$ cat config.mk
export PLATFORM = sky130hd
export DESIGN_NAME = pwm_sample_decoder_flat
export DESIGN_NICKNAME = d
export VERILOG_FILES = /design/src/rtl/pwm_sample_decoder_if.sv /design/src/rtl/pwm_sample_decoder.sv /design/src/flat_wrapper.sv
export SDC_FILE = /design/constraint.sdc
export NUM_CORES = 1
export LEC_CHECK = 0
export CAP_MARGIN = 30
export CORE_ASPECT_RATIO = 0.8
export CORE_MARGIN = 1.5
export CORE_UTILIZATION = 25
export CTS_BUF_LIST = sky130_fd_sc_hd__clkbuf_4 sky130_fd_sc_hd__clkbuf_8
export DETAILED_ROUTE_END_ITERATION = 8
export RECOVER_POWER = 25
export SKIP_CTS_REPAIR_TIMING = 1
export SLEW_MARGIN = 20
export SYNTH_ARGS = -nofsm -noshare
export SYNTH_HDL_FRONTEND = slang
export SYNTH_SLANG_ARGS = --single-unit
$ cat constraint.sdc
create_clock -name clock -period 2.21 [get_ports clock]
set_input_delay 0.221 -clock clock [delete_from_list [all_inputs] [get_ports clock]]
set_output_delay 0.221 -clock clock [all_outputs]
set_load 0.005 [all_outputs]
$ cat src/rtl/pwm_sample_decoder_if.sv
// Signal bundle between a PWM source and the sample decoder:
// the PWM line in one direction, recovered sample and status in the other.
interface pwm_sample_decoder_if #(
    parameter int SAMPLE_WIDTH = 8
);
    logic                    pwm_in;
    logic [SAMPLE_WIDTH-1:0] sample;
    logic                    sample_valid;
    logic                    frame_err;
    logic                    locked;

    modport master (
        output pwm_in,
        input  sample,
        input  sample_valid,
        input  frame_err,
        input  locked
    );

    modport slave (
        input  pwm_in,
        output sample,
        output sample_valid,
        output frame_err,
        output locked
    );
endinterface

$ cat src/rtl/pwm_sample_decoder.sv
// Recovers one unsigned sample per PWM frame by counting high cycles between
// consecutive rising edges; also flags frames of wrong length and tracks lock.
module pwm_sample_decoder #(
    parameter int SAMPLE_WIDTH   = 8,
    parameter int TIMEOUT_FRAMES = 2
) (
    input  logic                  clock,
    input  logic                  resetn,
    pwm_sample_decoder_if.slave   bus
);
    localparam int PERIOD  = 1 << SAMPLE_WIDTH;
    localparam int TIMEOUT = TIMEOUT_FRAMES * PERIOD;
    localparam int CNT_W   = $clog2(TIMEOUT) + 1;

    localparam logic [CNT_W-1:0]        PERIOD_C   = CNT_W'(PERIOD);
    localparam logic [CNT_W-1:0]        TIMEOUT_C  = CNT_W'(TIMEOUT);
    localparam logic [SAMPLE_WIDTH-1:0] SAMPLE_MAX = '1;

    typedef enum logic {SEEK, MEASURE} state_t;

    state_t                  state_q, state_d;
    logic                    meta_q, meta_d;
    logic                    sync_q, sync_d;
    logic                    sync_dly_q, sync_dly_d;
    logic [CNT_W-1:0]        cnt_q, cnt_d;
    logic [CNT_W-1:0]        high_cnt_q, high_cnt_d;
    logic [SAMPLE_WIDTH-1:0] sample_q, sample_d;
    logic                    valid_q, valid_d;
    logic                    err_q, err_d;
    logic                    locked_q, locked_d;

    logic                    rise;
    logic                    timeout;
    logic [SAMPLE_WIDTH-1:0] level_sample;

    // High count can exceed the sample range on over-long frames; clamp it.
    function automatic logic [SAMPLE_WIDTH-1:0] sat_sample(input logic [CNT_W-1:0] h);
        if (h > CNT_W'(SAMPLE_MAX)) begin
            return SAMPLE_MAX;
        end
        return h[SAMPLE_WIDTH-1:0];
    endfunction

    assign rise         = sync_q & ~sync_dly_q;
    assign timeout      = (cnt_q == TIMEOUT_C);
    assign level_sample = sync_q ? SAMPLE_MAX : '0;

    always_comb begin
        meta_d     = bus.pwm_in;
        sync_d     = meta_q;
        sync_dly_d = sync_q;
    end

    // The cycle that ends a frame is the first cycle of the next one.
    always_comb begin
        if (rise || timeout) begin
            cnt_d      = CNT_W'(1);
            high_cnt_d = CNT_W'(sync_q);
        end else begin
            cnt_d      = cnt_q + CNT_W'(1);
            high_cnt_d = high_cnt_q + CNT_W'(sync_q);
        end
    end

    always_comb begin
        state_d = state_q;
        case (state_q)
            SEEK:    if (rise)                 state_d = MEASURE;
            MEASURE: if (!rise && timeout)     state_d = SEEK;
            default:                           state_d = SEEK;
        endcase
    end

    // Rise wins over timeout when both land in the same cycle.
    always_comb begin
        sample_d = sample_q;
        valid_d  = 1'b0;
        err_d    = 1'b0;
        locked_d = locked_q;
        case (state_q)
            SEEK: begin
                if (!rise && timeout) begin
                    sample_d = level_sample;
                    valid_d  = 1'b1;
                end
            end
            MEASURE: begin
                if (rise) begin
                    sample_d = sat_sample(high_cnt_q);
                    valid_d  = 1'b1;
                    if (cnt_q == PERIOD_C) begin
                        locked_d = 1'b1;
                    end else begin
                        err_d    = 1'b1;
                        locked_d = 1'b0;
                    end
                end else if (timeout) begin
                    sample_d = level_sample;
                    valid_d  = 1'b1;
                    locked_d = 1'b0;
                end
            end
            default: ;
        endcase
    end

    always_ff @(posedge clock) begin
        if (!resetn) begin
            state_q <= SEEK;
        end else begin
            state_q <= state_d;
        end
    end

    always_ff @(posedge clock) begin
        if (!resetn) begin
            meta_q     <= 1'b0;
            sync_q     <= 1'b0;
            sync_dly_q <= 1'b0;
            cnt_q      <= '0;
            high_cnt_q <= '0;
            sample_q   <= '0;
            valid_q    <= 1'b0;
            err_q      <= 1'b0;
            locked_q   <= 1'b0;
        end else begin
            meta_q     <= meta_d;
            sync_q     <= sync_d;
            sync_dly_q <= sync_dly_d;
            cnt_q      <= cnt_d;
            high_cnt_q <= high_cnt_d;
            sample_q   <= sample_d;
            valid_q    <= valid_d;
            err_q      <= err_d;
            locked_q   <= locked_d;
        end
    end

    assign bus.sample       = sample_q;
    assign bus.sample_valid = valid_q;
    assign bus.frame_err    = err_q;
    assign bus.locked       = locked_q;
endmodule

$ cat src/flat_wrapper.sv
// flat-port wrapper written by rule: the top's interface ports become plain ports
module pwm_sample_decoder_flat 
#(
    parameter int SAMPLE_WIDTH   = 8,
    parameter int TIMEOUT_FRAMES = 2
)
  (clock, resetn, bus_pwm_in, bus_sample, bus_sample_valid, bus_frame_err, bus_locked);
  pwm_sample_decoder_if #(.SAMPLE_WIDTH(SAMPLE_WIDTH)) bus_i ();
  input  logic clock;
  input  logic resetn;
  input wire logic [$bits(bus_i.pwm_in)-1:0] bus_pwm_in;
  output wire logic [$bits(bus_i.sample)-1:0] bus_sample;
  output wire logic [$bits(bus_i.sample_valid)-1:0] bus_sample_valid;
  output wire logic [$bits(bus_i.frame_err)-1:0] bus_frame_err;
  output wire logic [$bits(bus_i.locked)-1:0] bus_locked;
  assign bus_i.pwm_in = bus_pwm_in;
  assign bus_sample = bus_i.sample;
  assign bus_sample_valid = bus_i.sample_valid;
  assign bus_frame_err = bus_i.frame_err;
  assign bus_locked = bus_i.locked;
  pwm_sample_decoder #(.SAMPLE_WIDTH(SAMPLE_WIDTH), .TIMEOUT_FRAMES(TIMEOUT_FRAMES)) u_core (.clock(clock), .resetn(resetn), .bus(bus_i));
endmodule
==> results by group, run 1 <==
Drt
  – M1 WL: 1550 um
  – DRT Pass-1 Iters: 4
  – ANT nets after route: 0
  – DR top layer: met4
  – Residual DRC: 0
  – Final WL: 2880 um
  – DR WL met3: 154 um
  – Routed length on met2: 1120 um
  – Drt via density: 4.68
  – Wirelength per Cell: 11.6 um
  – Via count: roughly 1200
  – First DRT Iteration DRCs: 59

Finish
  – Layout cell share with drive strength beyond 1: 0.0936
  – Ant. Diodes: 0
  – Post-layout util: 0.319
  – Area Growth Syn to Fin: 20.0%
  – Final #Nets: 178

Synth
  – Netlist cell types: 35
  – Post-Syn Instances: 154
  – Cell Area, Synth: between 0.001 and 0.0015 mm^2
  – Synth Area per Inst: between 9 and 10 um^2
  – Ys Warns: 0
  – Syn Nets: 161
  – Synth Register Bits: 35
  – Sequential share of the synthesized area: 0.469

Clocking
  – H-tree levels: 2
  – Clock latency on the worst-skew pair: approximately 290 ps
  – Clock sink total: 35
  – Clk root buf: clkbuf_8
  – Clk slew on worst S/H paths: approximately 70 ps
  – CTS tree: yes
  – CTS Buf Count: 5
  – Clock Tree Buf Depth: 2

Worst setup path
  – CP required: roughly 2400 ps
  – Kind of critical path: flop to flop
  – Crit Path Max Fanout: 20
  – Critical Path End Type: flop
  – Max incr delay on CP: between 500 and 600 ps
  – Worst path cell trace: inv_1 -> ha_1 -> or3b_2 -> o311ai_4 -> buf_4 -> a2bb2oi_1
  – CP Launch Type: flop
  – Slowest cell on crit path: or3b_2
  – Arrival @ worst endpoint: 2130 ps

Placement
  – Gpl congestion: 0.757
  – DP Wirelength: ~2000 um
  – Port bufs: 13

Global route
  – Largest net degree at the start of global routing: 21
  – Number of global-route vias before repair: 1109
  – GRT Total Usage: 0.106
  – First-pass GRT wire length: 5100 um
  – Initial antenna violation count: 0
  – GRT overflow: 0

Timing
  – Period minus WS final: 1960 ps
  – Max Freq: 0.510 GHz
  – Final critical-path share of the clock period: 0.887
  – Final max-slew violation count: 0
  – Max-slew headroom: 0.714
  – TNS Setup: 0 ps
  – # setup viols final: 0
  – Final Hold Viols: 0
  – Worst slew pin tran: between 400 and 500 ps
  – Setup Skew: about 3.6 ps
  – RSZ-0062 raised after global routing: false

Floorplan
  – Die area: 0.00645 mm^2
  – I/O Pins: 14
  – Die H: 72.1 um
  – Initial core utilization: 0.266
  – Total core area: 0.00562 mm^2
  – Die Wd: 89.4 um
  – Site Rows: 24

Power
  – Peak supply drop: 0.186 mV
  – Clock Power Share: 0.390
  – Part of the power in registers: 0.553
  – Sw Pwr: 0.271 mW
  – P_int: 0.916 mW
  – Pwr Density: 662 mW/mm^2
  – Combinational Power Share: 0.057
  – Leak: roughly 0.6 nW
  – Switching Share: 0.228

Run
  – # Max-Cap Violations: 0

Hold path
  – HP Class: flop to flop

Run status
  – Status: finished clean
==> state kept, by name, summed over array words and instances, names as in the netlist <==
register	cells
u_core.bus.sample	8
u_core.state_q	1
u_core.bus.frame_err	1
u_core.bus.locked	1
u_core.cnt_q	10
u_core.meta_q	1
u_core.sync_dly_q	1
u_core.sync_dly_d	1
u_core.high_cnt_q	10
u_core.bus.sample_valid	1
==> cell usage in the layout, fill, tap and decap left out, drive strengths merged <==
master / netlist / final
dfxtp: 35 / 35
o21ai: 14 / 14
a21oi: 11 / 11
nand3: 9 / 9
nor2: 9 / 9
dlygate4sd3: 0 / 9
a2bb2oi: 8 / 8
inv: 7 / 7
or3: 7 / 7
o31ai: 6 / 6
clkbuf: 1 / 6
nand2: 5 / 5
or4: 5 / 5
xor2: 4 / 4
ha: 4 / 4
clkdlybuf4s50: 0 / 4
and2: 4 / 4
buf: 5 / 3
nand4: 2 / 2
nand2b: 2 / 2
xnor2: 2 / 2
nor2b: 2 / 2
a31oi: 2 / 2
o311ai: 2 / 2
or4b: 2 / 2
or3b: 1 / 1
or2b: 1 / 1
nand3b: 1 / 1
o41ai: 1 / 1
a211oi: 1 / 1
a32o: 1 / 1
clkinv: 0 / 1
==> worst paths after layout <==
path | from | slack [ps] | cells after the start | endpoint
worst max register to register | u_core.cnt_q[0] | 250 | 6 | u_core.bus.sample[2]
worst max-delay path | u_core.cnt_q[0] | 250 | 6 | u_core.bus.sample[2]
worst min register to register | u_core.meta_q | 450 | 1 | u_core.sync_dly_d
worst min-delay path | u_core.meta_q | 450 | 1 | u_core.sync_dly_d
==> worst max-delay path: cells and delay by family, from the launching register on <==
kind	cells	cell delay, ps
buffers and inverters	2	370
DFF	1	370
adders and majority gates	1	130
AOI/OAI and AO/OA	2	390
and+or+nand+nor	1	570
==> power by group through the flow <==
stage / sequential (mW) / combinational [mW] / clock [mW]
after global placement: 0.669 / 0.0689 / 0
final: 0.656 / 0.0678 / 0.463
after global routing: 0.657 / 0.0771 / 0.509
after CTS: 0.656 / 0.0698 / 0.479
after detailed placement: 0.670 / 0.0694 / 0
after floorplan: 0.666 / 0.0512 / 0
==> logic make-up (layout without fill, tap and decap cells) <==
logic type,count (synthesis),after routing,share of synthesized area
AND/OR/NAND/NOR,50,50,0.196
AO/OA/AOI/OAI,46,46,0.223
flip-flops,35,35,0.469
buffers and inverters,13,30,0.0435
XOR/XNOR,6,6,0.0352
adder cells (fa/ha/maj),4,4,0.0335
==> cell type report <==
class | instances | area (um^2)
Inverter | 7 | 26.3
Clock inverter | 1 | 5.00
Clock buffer | 6 | 82.6
Sequential cell | 35 | 701
Multi-Input combinational cell | 106 | 728
Timing Repair Buffer | 16 | 153
Fill cell | 606 | 3820
Tap cell | 78 | 97.6
==> stage by stage <==
stage                     power [mW]  cell area (um^2)  setup WS, ps  cells  hold WS, ps
after floorplan                0.718              1490           331    154          343
after global placement         0.738              1710           301    242          433
after detailed placement       0.739              1710           249    242          441
after CTS                       1.20              1790           245    249          461
after global routing            1.24              1790           109    249          475
final                           1.19              1790           250    249          449
==> cells in the mapped netlist <==
cell / count / share of area
dfxtp_1: 35 / 0.47
o21ai_0: 14 / 0.047
a21oi_1: 11 / 0.037
nand3_1: 9 / 0.030
nor2_1: 9 / 0.023
a2bb2oi_1: 8 / 0.047
inv_1: 7 / 0.018
or3_1: 7 / 0.029
o31ai_1: 6 / 0.030
nand2_1: 5 / 0.013
and2_1: 4 / 0.017
ha_1: 4 / 0.034
or4_1: 4 / 0.020
xor2_1: 4 / 0.023
a31oi_1: 2 / 0.0084
buf_4: 2 / 0.010
nand2b_1: 2 / 0.0084
nand4_1: 2 / 0.0084
nor2b_1: 2 / 0.0084
xnor2_1: 2 / 0.012
a211oi_1: 1 / 0.0050
a32o_1: 1 / 0.0067
buf_1: 1 / 0.0025
buf_2: 1 / 0.0033
buf_6: 1 / 0.0075
clkbuf_1: 1 / 0.0025
nand3b_1: 1 / 0.0050
o311ai_0: 1 / 0.0059
o311ai_4: 1 / 0.018
o41ai_4: 1 / 0.018
or2b_4: 1 / 0.0075
or3b_2: 1 / 0.0059
or4_4: 1 / 0.0075
or4b_1: 1 / 0.0067
or4b_2: 1 / 0.0067
==> per-layer routing <==
metal  global-route usage  up-vias
li1                     -      596
met2                0.135       16
met4               0.0410        0
met3               0.0512        7
met1                0.152      547
met5                    0        -
Power figures use the tool's default switching activity.
==> inputs of run 2 (changes only) <==
Settings changed: CORE_UTILIZATION 25 to 44, CTS_CLUSTER_DIAMETER from default to 40, HOLD_SLACK_MARGIN from default to 0.02.
==> results by group, run 2 (synthesized netlist as in run 1, its figures left out) <==
Clocking
  – Clk root buf: clkbuf_8
  – Clk slew on worst S/H paths: ~70 ps
  – Clock sink total: 35
  – Clock latency on the worst-skew pair: 280 ps
  – H-tree levels: 2
  – CTS tree: yes
  – Clock Tree Buf Depth: 2
  – CTS Buf Count: 5

Drt
  – Drt via density: 5.45
  – Via count: between 1000 and 1500
  – Residual DRC: 0
  – DRT Pass-1 Iters: 4
  – First DRT Iteration DRCs: ~110
  – Final WL: 2860 um
  – ANT nets after route: 0
  – Wirelength per Cell: 13.6 um

Worst setup path
  – Slowest cell on crit path: o41ai_4
  – R2R Path End: u_core.bus.sample[7]
  – Worst Setup SP: u_core.cnt_q[0]
  – Worst path top cell family by delay: compound AO/OA/AOI/OAI gates
  – Worst path bufs/invs: 1
  – R2r startpoint: u_core.cnt_q[0]
  – Max incr delay on CP: 630 ps
  – Worst path cell trace: inv_1 -> ha_1 -> or3b_2 -> o41ai_4 -> a2bb2oi_1
  – Levels on crit path: 5
  – Critical Path End Type: flop
  – R2R depth: 5
  – Arrival @ worst endpoint: around 2200 ps
  – CP required: 2420 ps
  – Worst Setup EP: u_core.bus.sample[7]
  – Crit Path Max Fanout: 9
  – CP Launch Type: flop
  – Flop2flop setup slack: between 150 and 200 ps
  – Kind of critical path: flop to flop

Finish
  – Storage element area: 701 um^2
  – Area Growth Syn to Fin: 17.4%
  – Most frequent cells in the layout: 35 x dfxtp_1, 14 x o21ai_0, 11 x a21oi_1
  – Ant. Diodes: 0
  – Layout cell share with drive strength beyond 1: 0.0936
  – Fillers: 283
  – Layout Cells excl Fill: ~210
  – Multi-input logic area: 728 um^2
  – Final #Nets: 177
  – Commonest non-fill, non-tap cell in the layout: dfxtp_1
  – Post-layout util: 0.556

Timing
  – TNS Setup: 0 ps
  – Final Hold Viols: 0
  – Max Freq: 0.492 GHz
  – Worst slew pin tran: 574 ps
  – Setup Skew: 4.80 ps
  – Final critical-path share of the clock period: 0.920
  – RSZ-0062 raised after global routing: false
  – Max-slew headroom: 0.616
  – Period minus WS final: between 2000 and 2500 ps
  – # setup viols final: 0
  – Hold WS: 465 ps
  – Final max-slew violation count: 0
  – Final setup margin: 178 ps

Floorplan
  – Die Wd: 68.1 um
  – Die H: 55.1 um
  – Site Rows: 18
  – Total core area: 0.00315 mm^2
  – Die area: 0.00376 mm^2
  – Initial core utilization: 0.474
  – I/O Pins: 14

Global route
  – GRT Total Usage: 0.183
  – GRT overflow: 0
  – First-pass GRT wire length: 4840 um
  – Initial antenna violation count: 0
  – Number of global-route vias before repair: 1027
  – Largest net degree at the start of global routing: 18

Power
  – Pwr Density: between 700 and 800 mW/mm^2
  – Leak: 0.613 nW
  – Peak supply drop: between 0.3 and 0.4 mV

Run status
  – Status: finished clean

Placement
  – Setup WS pre-CTS: 189 ps
  – Gpl congestion: 0.829
  – Port bufs: 13
  – DP Wirelength: 1980 um
  – DP Cell Count: 203

Run
  – # Max-Cap Violations: 0

Hold path
  – HP Class: flop to flop
## run 2: cell types whose count changed in the layout (fill, tap and decap cells not counted)
cell / before / now
and2_0: 2 / 1
and2_1: 2 / 3
buf_4: 3 / 2
clkbuf_4: 0 / 1
clkbuf_8: 6 / 7
clkinv_2: 1 / 0
## run 2: report_power, final
group | leakage, nW | switching (mW) | total (mW) | internal (mW)
Combinational | 0.274 | 0.0401 | 0.0685 | 0.0284
Clock | 0.0549 | 0.213 | 0.509 | 0.296
Sequential | 0.283 | 0.0122 | 0.655 | 0.643
## run 2: cell type report
class | count | share of cell area
timing repair buffer | 15 | 0.0827
multi-input combinational | 106 | 0.415
inverter | 7 | 0.0150
clock buffer | 8 | 0.0592
tap | 40 | 0.0285
sequential | 35 | 0.399
## run 2: worst min path at each step
stage | start | end | slack, ps | cells past startpoint
3_5_place_dp | u_core.meta_q | u_core.sync_dly_d | 430 | 1
6_report | u_core.meta_q | u_core.sync_dly_d | 470 | 1
3_3_place_gp | u_core.meta_q | u_core.sync_dly_d | 420 | 1
5_1_grt | u_core.meta_q | u_core.sync_dly_d | 480 | 1
4_1_cts | u_core.meta_q | u_core.sync_dly_d | 450 | 1
2_1_floorplan | resetn | u_core.bus.sample_valid | 340 | 1
## run 2: stage by stage
stage | instance area, um^2 | power [mW]
after CTS | 1750 | 1.25
final | 1750 | 1.23
after global routing | 1750 | 1.28
after floorplan | 1490 | 0.718
after detailed placement | 1650 | 0.738
after global placement | 1650 | 0.736
## run 2: worst reg2reg max path, cell delays in order (launching register included)
cell       delay, ps
dfxtp_1          370
inv_1             80
ha_1             130
or3b_2           560
o41ai_4          630
a2bb2oi_1        200
## run 2: metal layers
metal  global-route usage  part of all wire
met1                0.273              0.53
met2                0.241              0.41
met3               0.0607             0.047
met4               0.0600            0.0084
met5                    0                 0
==> inputs of run 3 (changes only) <==
Settings changed: CORE_MARGIN 1.5 to default.
==> results by group, run 3 (synthesized netlist as in run 1, its figures left out) <==
Clocking
  – Clock sink total: 35
  – Clock latency on the worst-skew pair: roughly 280 ps
  – CTS tree: yes
  – Clk root buf: clkbuf_8
  – Clock Tree Buf Depth: 2
  – Clk slew on worst S/H paths: 70 ps
  – CTS Buf Count: 5
  – H-tree levels: 2

Drt
  – DRT Pass-1 Iters: 4
  – Residual DRC: 0
  – Wirelength per Cell: 13.9 um
  – Drt via density: 5.51
  – Via count: approximately 1200
  – First DRT Iteration DRCs: 77
  – Final WL: 2930 um
  – ANT nets after route: 0

Global route
  – Global Route met3 Usage: 0.0572
  – Met2 usage: 0.280
  – Number of global-route vias before repair: 1081
  – First-pass GRT wire length: just under 5000 um
  – GRT Total Usage: 0.189
  – Grt peak-use layer: met2
  – Largest net degree at the start of global routing: 18
  – GRT overflow: 0
  – Met1 usage: 0.256
  – Initial antenna violation count: 0

Placement
  – DP Cell Count: 203
  – Gpl congestion: 0.819
  – DP Wirelength: a little under 2000 um
  – Port bufs: 13

Floorplan
  – Die area: roughly 0.0036 mm^2
  – Die H: 54.1 um
  – I/O Pins: 14
  – Die Wd: 67.1 um
  – Site Rows: 18
  – Initial core utilization: 0.474
  – Total core area: 0.00315 mm^2

Hold path
  – Hold_sp: u_core.meta_q
  – HP Class: flop to flop

Timing
  – Setup Skew: 4.76 ps
  – # setup viols final: 0
  – Max Freq: roughly 0.48 GHz
  – Max-slew headroom: 0.597
  – Final Hold Viols: 0
  – Final critical-path share of the clock period: 0.951
  – Worst slew pin tran: 602 ps
  – RSZ-0062 raised after global routing: false
  – Period minus WS final: 2100 ps
  – TNS Setup: 0 ps
  – Final max-slew violation count: 0

Worst setup path
  – CP required: 2410 ps
  – CP Launch Type: flop
  – R2r startpoint: u_core.cnt_q[0]
  – Crit Path Max Fanout: 9
  – Kind of critical path: flop to flop
  – Critical Path End Type: flop
  – Max incr delay on CP: around 650 ps
  – Arrival @ worst endpoint: 2300 ps
  – Worst Setup SP: u_core.cnt_q[0]
  – Worst path cell trace: inv_1 -> ha_1 -> or3b_2 -> o41ai_4 -> a2bb2oi_1
  – Slowest cell on crit path: o41ai_4

Finish
  – Final #Nets: 177
  – Most frequent cells in the layout: 35 x dfxtp_1, 14 x o21ai_0, 11 x a21oi_1
  – Area Growth Syn to Fin: 16.3%
  – Fillers: about 300
  – Commonest non-fill, non-tap cell in the layout: dfxtp_1
  – Layout Cells excl Fill: 210
  – Layout cell share with drive strength beyond 1: 0.0882
  – Ant. Diodes: 0

Power
  – Leak: 0.604 nW
  – Peak supply drop: between 0.3 and 0.4 mV
  – Pwr Density: between 600 and 700 mW/mm^2

Run status
  – Status: finished clean

Run
  – # Max-Cap Violations: 0
[run 3: layout make-up]
type | instances | area, um^2 | share of cell area
Timing Repair Buffer | 15 | 145 | 0.0835
Inverter | 7 | 26.3 | 0.0151
Multi-Input combinational cell | 106 | 728 | 0.419
Clock buffer | 6 | 82.6 | 0.0475
Clock inverter | 1 | 5.00 | 0.00288
Sequential cell | 35 | 701 | 0.403
Tap cell | 40 | 50.0 | 0.0288
[run 3: final timing paths]
path                                             end  slack [ps]  cells after the start
worst min-delay path               u_core.sync_dly_d         460                      1
worst max register to register  u_core.bus.sample[0]         110                      5
worst min register to register     u_core.sync_dly_d         460                      1
worst max-delay path            u_core.bus.sample[0]         110                      5
[run 3: stage by stage]
stage,instance area (um^2),setup slack [ps],power (mW),hold slack [ps],util
floorplan,1490,331,0.718,343,-
global placement,1650,247,0.737,423,0.523
detailed placement,1650,139,0.738,420,0.523
CTS,1740,108,1.20,457,0.551
global route,1740,4.71,1.24,503,0.551
finish,1740,109,1.19,465,0.551
[run 3: power by group]
| group | total (mW) | leakage, nW | switching [mW] | internal (mW) |
|---|---|---|---|---|
| clock network | 0.465 | 0.0470 | 0.221 | 0.245 |
| logic | 0.0681 | 0.274 | 0.0396 | 0.0284 |
| registers | 0.655 | 0.283 | 0.0126 | 0.643 |
| total | 1.19 | 0.604 | 0.273 | 0.916 |
[run 3: worst max-delay path: cells and delay by family (launching register included)]
kind | cells | cell delay, ps
AOI/OAI and AO/OA | 2 | 860
adders and majority gates | 1 | 130
and+or+nand+nor | 1 | 570
buffers and inverters | 1 | 80
DFF | 1 | 380
[run 3: layer usage]
layer  up-vias  wire (um)
met3         2        101
met5         -          0
met2        19       1200
li1        602          -
met1       534       1610
met4         0         12
